[src/rtl/spi_slave_duplex.sv]
// Full-duplex SPI slave on i_clk: oversampled pads, RX word out, TX word from a one-deep holding buffer.
// Latency: ~3-4 i_clk from an SCLK sample edge to o_rx_valid; MISO changes ~4 i_clk after a shift edge.
// Backpressure: none on RX (o_rx_data is overwritten by the next word); TX write is taken only while o_tx_ready=1.
// Ports: i_clk/i_rst_n system clock and async active-low reset; i_cs/i_s_clk/i_mosi raw SPI pads;
//        o_miso/o_miso_oe MISO pad data and enable; i_tx_data/i_tx_valid/o_tx_ready TX buffer write;
//        o_rx_data/o_rx_valid received word; o_tx_underrun word load found no data; o_busy frame active.
module spi_slave_duplex #(
   parameter int DATA_W    = 8,
   parameter bit CPOL      = 1'b0,
   parameter bit CPHA      = 1'b0,
   parameter bit LSB_FIRST = 1'b0
) (
   input  logic              i_clk,
   input  logic              i_rst_n,
   input  logic              i_cs,
   input  logic              i_s_clk,
   input  logic              i_mosi,
   output logic              o_miso,
   output logic              o_miso_oe,
   input  logic [DATA_W-1:0] i_tx_data,
   input  logic              i_tx_valid,
   output logic              o_tx_ready,
   output logic [DATA_W-1:0] o_rx_data,
   output logic              o_rx_valid,
   output logic              o_tx_underrun,
   output logic              o_busy
);

   localparam int CW = $clog2(DATA_W);
   localparam logic [CW-1:0] CNT_LAST = CW'(DATA_W - 1);
   localparam logic [CW-1:0] CNT_ONE  = CW'(1);

   typedef enum logic [0:0] {ST_IDLE, ST_ACTIVE} state_t;

   // pad synchronisers
   logic [1:0]        cs_s_q, mosi_s_q;
   logic [2:0]        sclk_s_q;

   state_t            state_q,     state_d;
   logic [DATA_W-1:0] rx_shift_q,  rx_shift_d;
   logic [CW-1:0]     rx_cnt_q,    rx_cnt_d;
   logic [DATA_W-1:0] tx_shift_q,  tx_shift_d;
   logic [CW-1:0]     tx_cnt_q,    tx_cnt_d;
   logic [DATA_W-1:0] tx_buf_q,    tx_buf_d;
   logic              tx_full_q,   tx_full_d;
   logic [DATA_W-1:0] rx_data_q,   rx_data_d;
   logic              rx_valid_q,  rx_valid_d;
   logic              underrun_q,  underrun_d;
   logic              oe_q,        oe_d;
   logic              busy_q,      busy_d;

   logic              cs_sync, mosi_sync;
   logic              sclk_rise, sclk_fall, lead_edge, trail_edge, sample_edge, shift_edge;
   logic              tx_write, tx_load;
   logic [DATA_W-1:0] rx_shift_nxt, tx_shift_nxt, tx_load_word;

   assign cs_sync   = cs_s_q[1];
   assign mosi_sync = mosi_s_q[1];

   // edges come from the two oldest SCLK stages so the first stage can settle
   assign sclk_rise   = sclk_s_q[1] & ~sclk_s_q[2];
   assign sclk_fall   = ~sclk_s_q[1] & sclk_s_q[2];
   assign lead_edge   = CPOL ? sclk_fall : sclk_rise;
   assign trail_edge  = CPOL ? sclk_rise : sclk_fall;
   assign sample_edge = CPHA ? trail_edge : lead_edge;
   assign shift_edge  = CPHA ? lead_edge  : trail_edge;

   assign rx_shift_nxt = LSB_FIRST ? {mosi_sync, rx_shift_q[DATA_W-1:1]}
                                   : {rx_shift_q[DATA_W-2:0], mosi_sync};
   assign tx_shift_nxt = LSB_FIRST ? {1'b0, tx_shift_q[DATA_W-1:1]}
                                   : {tx_shift_q[DATA_W-2:0], 1'b0};
   assign tx_load_word = tx_full_q ? tx_buf_q : '0;
   assign tx_write     = i_tx_valid && !tx_full_q;

   always_comb begin
      state_d    = state_q;
      rx_shift_d = rx_shift_q;
      rx_cnt_d   = rx_cnt_q;
      tx_shift_d = tx_shift_q;
      tx_cnt_d   = tx_cnt_q;
      rx_data_d  = rx_data_q;
      oe_d       = oe_q;
      busy_d     = busy_q;
      rx_valid_d = 1'b0;
      underrun_d = 1'b0;
      tx_load    = 1'b0;
      case (state_q)
         ST_IDLE: begin
            if (!cs_sync) begin
               state_d = ST_ACTIVE;
               oe_d    = 1'b1;
               busy_d  = 1'b1;
               // CPHA=0 must present bit 0 before the first leading edge
               tx_load = !CPHA;
            end
         end
         ST_ACTIVE: begin
            if (cs_sync) begin
               // frame end: drop any partial word, keep the TX buffer
               state_d    = ST_IDLE;
               oe_d       = 1'b0;
               busy_d     = 1'b0;
               rx_cnt_d   = '0;
               tx_cnt_d   = '0;
               rx_shift_d = '0;
               tx_shift_d = '0;
            end else begin
               if (sample_edge) begin
                  rx_shift_d = rx_shift_nxt;
                  if (rx_cnt_q == CNT_LAST) begin
                     rx_cnt_d   = '0;
                     rx_data_d  = rx_shift_nxt;
                     rx_valid_d = 1'b1;
                  end else begin
                     rx_cnt_d = rx_cnt_q + CNT_ONE;
                  end
               end
               if (shift_edge) begin
                  // CPHA=0 reloads on the last shift of a word, CPHA=1 on the first
                  if (CPHA ? (tx_cnt_q == '0) : (tx_cnt_q == CNT_LAST))
                     tx_load = 1'b1;
                  else
                     tx_shift_d = tx_shift_nxt;
                  tx_cnt_d = (tx_cnt_q == CNT_LAST) ? '0 : tx_cnt_q + CNT_ONE;
               end
            end
         end
         default: state_d = ST_IDLE;
      endcase
      if (tx_load) begin
         tx_shift_d = tx_load_word;
         underrun_d = !tx_full_q;
      end
      // a write racing a load into an empty buffer survives for the next word
      tx_full_d = tx_write | (tx_full_q & ~tx_load);
      tx_buf_d  = tx_write ? i_tx_data : tx_buf_q;
   end

   always_ff @(posedge i_clk or negedge i_rst_n) begin
      if (!i_rst_n) begin
         cs_s_q     <= 2'b11;
         mosi_s_q   <= 2'b00;
         sclk_s_q   <= {3{CPOL}};
         state_q    <= ST_IDLE;
         rx_shift_q <= '0;
         rx_cnt_q   <= '0;
         tx_shift_q <= '0;
         tx_cnt_q   <= '0;
         tx_buf_q   <= '0;
         tx_full_q  <= 1'b0;
         rx_data_q  <= '0;
         rx_valid_q <= 1'b0;
         underrun_q <= 1'b0;
         oe_q       <= 1'b0;
         busy_q     <= 1'b0;
      end else begin
         cs_s_q     <= {cs_s_q[0], i_cs};
         mosi_s_q   <= {mosi_s_q[0], i_mosi};
         sclk_s_q   <= {sclk_s_q[1:0], i_s_clk};
         state_q    <= state_d;
         rx_shift_q <= rx_shift_d;
         rx_cnt_q   <= rx_cnt_d;
         tx_shift_q <= tx_shift_d;
         tx_cnt_q   <= tx_cnt_d;
         tx_buf_q   <= tx_buf_d;
         tx_full_q  <= tx_full_d;
         rx_data_q  <= rx_data_d;
         rx_valid_q <= rx_valid_d;
         underrun_q <= underrun_d;
         oe_q       <= oe_d;
         busy_q     <= busy_d;
      end
   end

   assign o_miso        = LSB_FIRST ? tx_shift_q[0] : tx_shift_q[DATA_W-1];
   assign o_miso_oe     = oe_q;
   assign o_tx_ready    = !tx_full_q;
   assign o_rx_data     = rx_data_q;
   assign o_rx_valid    = rx_valid_q;
   assign o_tx_underrun = underrun_q;
   assign o_busy        = busy_q;

endmodule

[config.mk]
export PLATFORM = sky130hd
export DESIGN_NAME = spi_slave_duplex
export DESIGN_NICKNAME = d
export VERILOG_FILES = /design/src/rtl/spi_slave_duplex.sv
export SDC_FILE = /design/constraint.sdc
export NUM_CORES = 1
export LEC_CHECK = 0
export ABC_AREA = 1
export CORE_AREA = 2 2 69 71
export DETAILED_ROUTE_END_ITERATION = 16
export DIE_AREA = 0 0 71 73
export HOLD_SLACK_MARGIN = 0.15
export PLACE_DENSITY = 0.71
export SETUP_SLACK_MARGIN = 0.4
export SLEW_MARGIN = 20
export SYNTH_ARGS = -nofsm -noshare
export SYNTH_HDL_FRONTEND = slang
export SYNTH_SLANG_ARGS = --single-unit
[constraint.sdc]
create_clock -name i_clk -period 3 [get_ports i_clk]
set_input_delay 0.45 -clock i_clk [delete_from_list [all_inputs] [get_ports i_clk]]
set_output_delay 0.45 -clock i_clk [all_outputs]
set_load 0.01 [all_outputs]
==> results of run 1 <==
==> cells by family after synthesis <==
logic type | Yosys count | share of synthesized area
and+or+nand+nor | 103 | 0.224
buffers and inverters | 30 | 0.0650
muxes | 8 | 0.0426
DFF | 49 | 0.581
AOI/OAI and AO/OA | 20 | 0.0526
adders and majority gates | 6 | 0.0355
==> cell usage in the layout, fill, tap and decap left out <==
cell type,Yosys,layout
nand4_1,2,2
o21ai_0,15,15
nor2_4,1,1
nand2_4,1,1
ha_1,6,6
dfrtp_1,47,47
nand3_1,22,22
nand2_1,62,62
clkbuf_1,0,3
clkbuf_8,0,5
mux2_2,8,8
inv_2,4,4
nor2_1,6,6
o21ai_2,3,3
inv_1,19,19
inv_4,1,1
clkdlybuf4s50_1,0,26
buf_4,2,1
nand3_2,4,4
dfstp_2,2,2
a21oi_1,2,2
nand3b_1,1,1
nand2_2,4,4
==> synth_stat cells <==
cell      count
a21oi_1       2
buf_2         3
buf_4         2
buf_8         1
dfrtp_1      47
dfstp_2       2
ha_1          6
inv_1        19
inv_2         4
inv_4         1
mux2_2        8
nand2_1      62
nand2_2       4
nand2_4       1
nand3_1      22
nand3_2       4
nand3b_1      1
nand4_1       2
nor2_1        6
nor2_4        1
o21ai_0      15
o21ai_2       3
==> layout make-up <==
type | instances | area [um2] | share of cell area
flip-flops and latches | 49 | 1230 | 0.494
multi-input cells | 137 | 749 | 0.301
clock buffers | 8 | 80.1 | 0.0322
inverters | 24 | 92.6 | 0.0372
well taps | 54 | 67.6 | 0.0272
repair buffers | 27 | 268 | 0.108
==> final timing paths <==
check,slack (ps),start,end
min in group i_clk,360,mosi_s_q[0],mosi_s_q[1]
min reg2reg,360,mosi_s_q[0],mosi_s_q[1]
min,160,i_rst_n,o_rx_data[4]
max in group asynchronous,2450,i_rst_n,tx_buf_q[3]
max,1110,tx_full_q,o_tx_ready
max reg2reg,1180,cs_s_q[1],o_rx_data[7]
==> power by group through the flow <==
stage	Combinational [mW]	Sequential (mW)	Clock (mW)
CTS	0.235	0.804	0.381
global placement	0.227	0.813	0
global route	0.265	0.818	0.404
finish	0.230	0.802	0.366
detailed placement	0.234	0.817	0
floorplan	0.170	0.797	0
==> registers in the layout (all words and copies together), names as in the netlist, 2 cells and up <==
register    cells
cs_s_q          2
mosi_s_q        2
o_rx_data       8
rx_cnt_q        3
rx_shift_q      7
sclk_s_q        3
tx_buf_q        8
tx_cnt_q        3
tx_shift_q      8
==> per-layer routing <==
metal | track usage | routed length [um] | part of all wire | up-vias
li1 | - | - | - | 745
met1 | 0.217 | 1730 | 0.51 | 684
met2 | 0.232 | 1520 | 0.45 | 25
met3 | 0.0373 | 96 | 0.028 | 5
met4 | 0.0629 | 61 | 0.018 | 0
met5 | 0 | 0 | 0 | -
==> per-stage QoR <==
| step | setup slack (ps) | total power, mW | cell area [um2] | util |
|---|---|---|---|---|
| floorplan | 1450 | 0.966 | 2120 | - |
| global placement | 1270 | 1.04 | 2400 | 0.530 |
| detailed placement | 1120 | 1.05 | 2400 | 0.530 |
| CTS | 1070 | 1.42 | 2480 | 0.548 |
| global route | 943 | 1.49 | 2490 | 0.548 |
| finish | 1110 | 1.40 | 2490 | 0.548 |
==> impl_metrics.csv, run 1 <==
group,metric,value,unit
outcome,status,"completed",
grt,gr-total-overflow,0,
cts,root_buffer,"clkbuf_8",
pwr,switching_share,0.267,
layout,finalNonFillerCells,299,
drt,drtAntennaViolNets,0,
grt,grt_pass1_wl,6.23,mm
timing,timing.final.hold_violations,0,
layout,drive_gt1_frac,0.139,
critical_path,crit_buf_inv,2,
timing,whs,158,ps
logic_synthesis,ys_seq_elements,49,
timing,fin_crit,1890,ps
critical_path,end_kind,"output port",
drt,first_pass_iters,4,
grt,grt_max_degree,50,
placement,io_buffers,27,
cts,cts_buffer_depth,2,
pwr,powerDensity,562,nW/um2
critical_path,crit_slowest_cell,"clkdlybuf4s50_1",
job,maxCapViolations,0,
timing,setup_violations,0,
placement,hpwl,2.42,mm
logic_synthesis,syn_inst,216,
logic_synthesis,yosysSeqAreaShare,0.581,
critical_path,crit_path_max_fanout,11,
timing,fin_skew,5.30,ps
logic_synthesis,ys_warn_count,0,
floorplanning,initial_utilization,0.466,
logic_synthesis,synth_cell_type_count,22,
floorplanning,boundaryPins,28,
placement,gp_congestion,0.799,
layout,n_antenna_cell,0,
grt,first_global_vias,1355,
critical_path,max_stage_delay,540,ps
layout,fillers,415,
drt,routed_via_density,4.88,
timing,rsz0062_at_grt,"no",
placement,dp.cells,291,
floorplanning,rows,25,
critical_path,required,2550,ps
floorplanning,die_y,73,um
cts,cts.sinks,49,
cts,cts_buffers,5,
floorplanning,die_x,71,um
logic_synthesis,yosysTopAreaCellShare,0.556,
pwr,combPwrFrac,0.165,
pwr,ir_drop,0.296,mV
cts,cts_htree_levels,2,
pwr,p_clk_frac,0.261,
critical_path,crit_chain,"inv_1 -> clkdlybuf4s50_1",
cts,cts-hold-fix-buffers,0,
pwr,p_seq_frac,0.574,
timing,max_freq,0.528,GHz
timing,slew_viol_final,0,
cts,clkSlewWorstSetupHoldPaths,80,ps
cts,cts_tree,"yes",
grt,antenna_found_initial,0,
critical_path,critPathKind,"flip-flop to output port",
layout,synthToLayoutAreaGrowth,17.5,%
logic_synthesis,syn_avg_cell_area,9.80,um2
drt,wl_per_cell,11.4,um
timing,tns,0,ps
grt,grt_usage,0.154,
critical_path,path_delay_family,"buffers and inverters",
cts,insertion_delay,290,ps
timing,slew_headroom,0.609,
layout,final_nets,264,
critical_path,startpoint_type,"flip-flop",
pwr,p_switching,373,uW
logic_synthesis,syn_nets,236,
timing,tightestPinTransition,587,ps
floorplanning,dieArea,5180,um2
cts,post_cts_resized,0,
logic_synthesis,synth_area,2120,um2
drt,drc,0,
drt,wl,3.41,mm
drt,drt_iter0_drc,74,
floorplanning,core_area,4540,um2
logic_synthesis,ys_top_cells_by_area,"dfrtp_1 (56%), nand2_1 (11%), nand3_1 (5.2%)",
pwr,p_int,1.03,mW
cts,postCtsSetupBuffers,0,
pwr,power_leakage,1.23,nW
logic_synthesis,synth_top_cell_by_area,"dfrtp_1",
critical_path,rr_worst_depth,4,
min_path,hp-class,"input port to asynchronous set/reset pin",
critical_path,crit_cells,2,
timing,min_period_over_period,0.631,
critical_path,crit_arrival,1440,ps
drt,num_vias,1459,
(Power assumes the default switching activity.)
==> run 2, diff against run 1 <==
- clock period: 3 -> 2 ns (I/O delays scaled with it)
==> impl_metrics.csv, run 2 (synthesis results as in run 1) <==
group,metric,value,unit
timing,slew_viol_final,0,
floorplanning,boundaryPins,28,
timing,whs,351,ps
drt,num_vias,1473,
drt,routed_via_density,4.85,
cts,cts_htree_levels,2,
timing,tns,0,ps
placement,io_buffers,27,
min_path,hp-class,"flip-flop to flip-flop",
timing,fin_skew,5.03,ps
drt,drt_iter0_drc,59,
grt,first_global_vias,1410,
critical_path,crit_path_max_fanout,3,
critical_path,required,1700,ps
cts,clkSlewWorstSetupHoldPaths,80,ps
layout,drive_gt1_frac,0.164,
layout,mostFrequentLayoutCells,"nand2_1 (62), dfrtp_1 (46), clkdlybuf4s50_1 (25)",
grt,gr-total-overflow,0,
layout,final_nets,269,
grt,grt_max_degree,26,
drt,drc,0,
grt,grt_pass1_wl,6.19,mm
layout,layout_commonest_cell,"nand2_1",
timing,timing.final.hold_violations,0,
cts,root_buffer,"clkbuf_8",
timing,max_freq,0.654,GHz
floorplanning,die_x,71,um
timing,setup_violations,0,
cts,insertion_delay,300,ps
pwr,power_leakage,1.28,nW
critical_path,end_kind,"output port",
pwr,powerDensity,879,nW/um2
placement,placed_area,2420,um2
layout,n_antenna_cell,0,
timing,slew_headroom,0.629,
drt,wl,3.39,mm
cts,cts_tree,"yes",
critical_path,path_delay_family,"buffers and inverters",
drt,drtAntennaViolNets,0,
layout,synthToLayoutAreaGrowth,22.3,%
critical_path,crit_chain,"clkdlybuf4s50_1",
critical_path,crit_buf_inv,1,
layout,fin_area,2590,um2
floorplanning,dieArea,5180,um2
placement,gp_congestion,0.792,
critical_path,crit_arrival,1230,ps
cts,cts_buffers,5,
timing,tightestPinTransition,557,ps
timing,rsz0062_at_grt,"no",
layout,finalNonFillerCells,304,
timing,fin_ws,470,ps
placement,dp.cells,292,
drt,first_pass_iters,4,
timing,fin_crit,1530,ps
floorplanning,die_y,73,um
grt,grt_usage,0.151,
grt,antenna_found_initial,0,
placement,hpwl,2.47,mm
critical_path,startpoint_type,"flip-flop",
timing,min_period_over_period,0.765,
cts,cts.sinks,49,
placement,pre_cts_slack,204,ps
critical_path,crit_slowest_cell,"clkdlybuf4s50_1",
floorplanning,rows,25,
outcome,status,"completed",
pwr,ir_drop,0.540,mV
cts,cts_buffer_depth,2,
critical_path,critPathKind,"flip-flop to output port",
critical_path,max_stage_delay,550,ps
floorplanning,initial_utilization,0.466,
job,maxCapViolations,0,
floorplanning,core_area,4540,um2
drt,wl_per_cell,11.1,um
run 2: cell count changes in the layout (fill, tap and decap cells not counted), sizes merged:
| cell | before | now |
|---|---|---|
| clkdlybuf4s50 | 26 | 25 |
| dlygate4sd3 | 0 | 1 |
| bufinv | 0 | 1 |
| buf | 1 | 5 |
| dlygate4sd2 | 0 | 1 |
| clkbuf | 8 | 7 |
run 2: report_power, final:
part | internal [mW] | switching (mW) | total (mW)
logic | 0.180 | 0.186 | 0.366
registers | 1.12 | 0.0748 | 1.19
clock network | 0.408 | 0.306 | 0.714
run 2: metal layers:
layer,global-route usage,vias to the layer above,wire (um)
met2,0.234,27,1560
met4,0.0713,0,67
met1,0.207,685,1660
met5,0,-,0
met3,0.0290,7,95
li1,-,754,-
run 2: what timing repair did:
item	4_1_cts	5_1_grt
gates resized for setup	2	4
setup endpoints to repair	9	16
hold buffers	1	0
setup buffers	3	0
pin swaps	1	1
endpoints found under the hold margin	23	0
run 2: path summary, 6_finish.rpt:
kind / from / end / slack [ps] / cells past startpoint
max: o_busy / o_busy / 470 / 1
min: mosi_s_q[0] / mosi_s_q[1] / 350 / 0
max reg2reg: cs_s_q[1] / o_rx_data[6] / 540 / 6
min reg2reg: mosi_s_q[0] / mosi_s_q[1] / 350 / 0
max in group asynchronous: i_rst_n / cs_s_q[1] / 900 / 3
min in group asynchronous: i_rst_n / rx_shift_q[6] / 510 / 2
run 2: metrics by stage:
step                      power [mW]   util
after floorplan                 1.45      -
after global placement          1.56  0.534
after detailed placement        1.57  0.534
after CTS                       2.30  0.567
after global routing            2.41  0.570
final                           2.27  0.570
run 2: final cells by class:
| cell class | count | area [um2] |
|---|---|---|
| multi-input cells | 137 | 762 |
| clock buffers | 7 | 86.3 |
| well taps | 54 | 67.6 |
| flip-flops and latches | 49 | 1230 |
| fillers | 396 | 1950 |
| inverters | 24 | 95.1 |
| clock inverters | 1 | 30.0 |
| repair buffers | 32 | 317 |
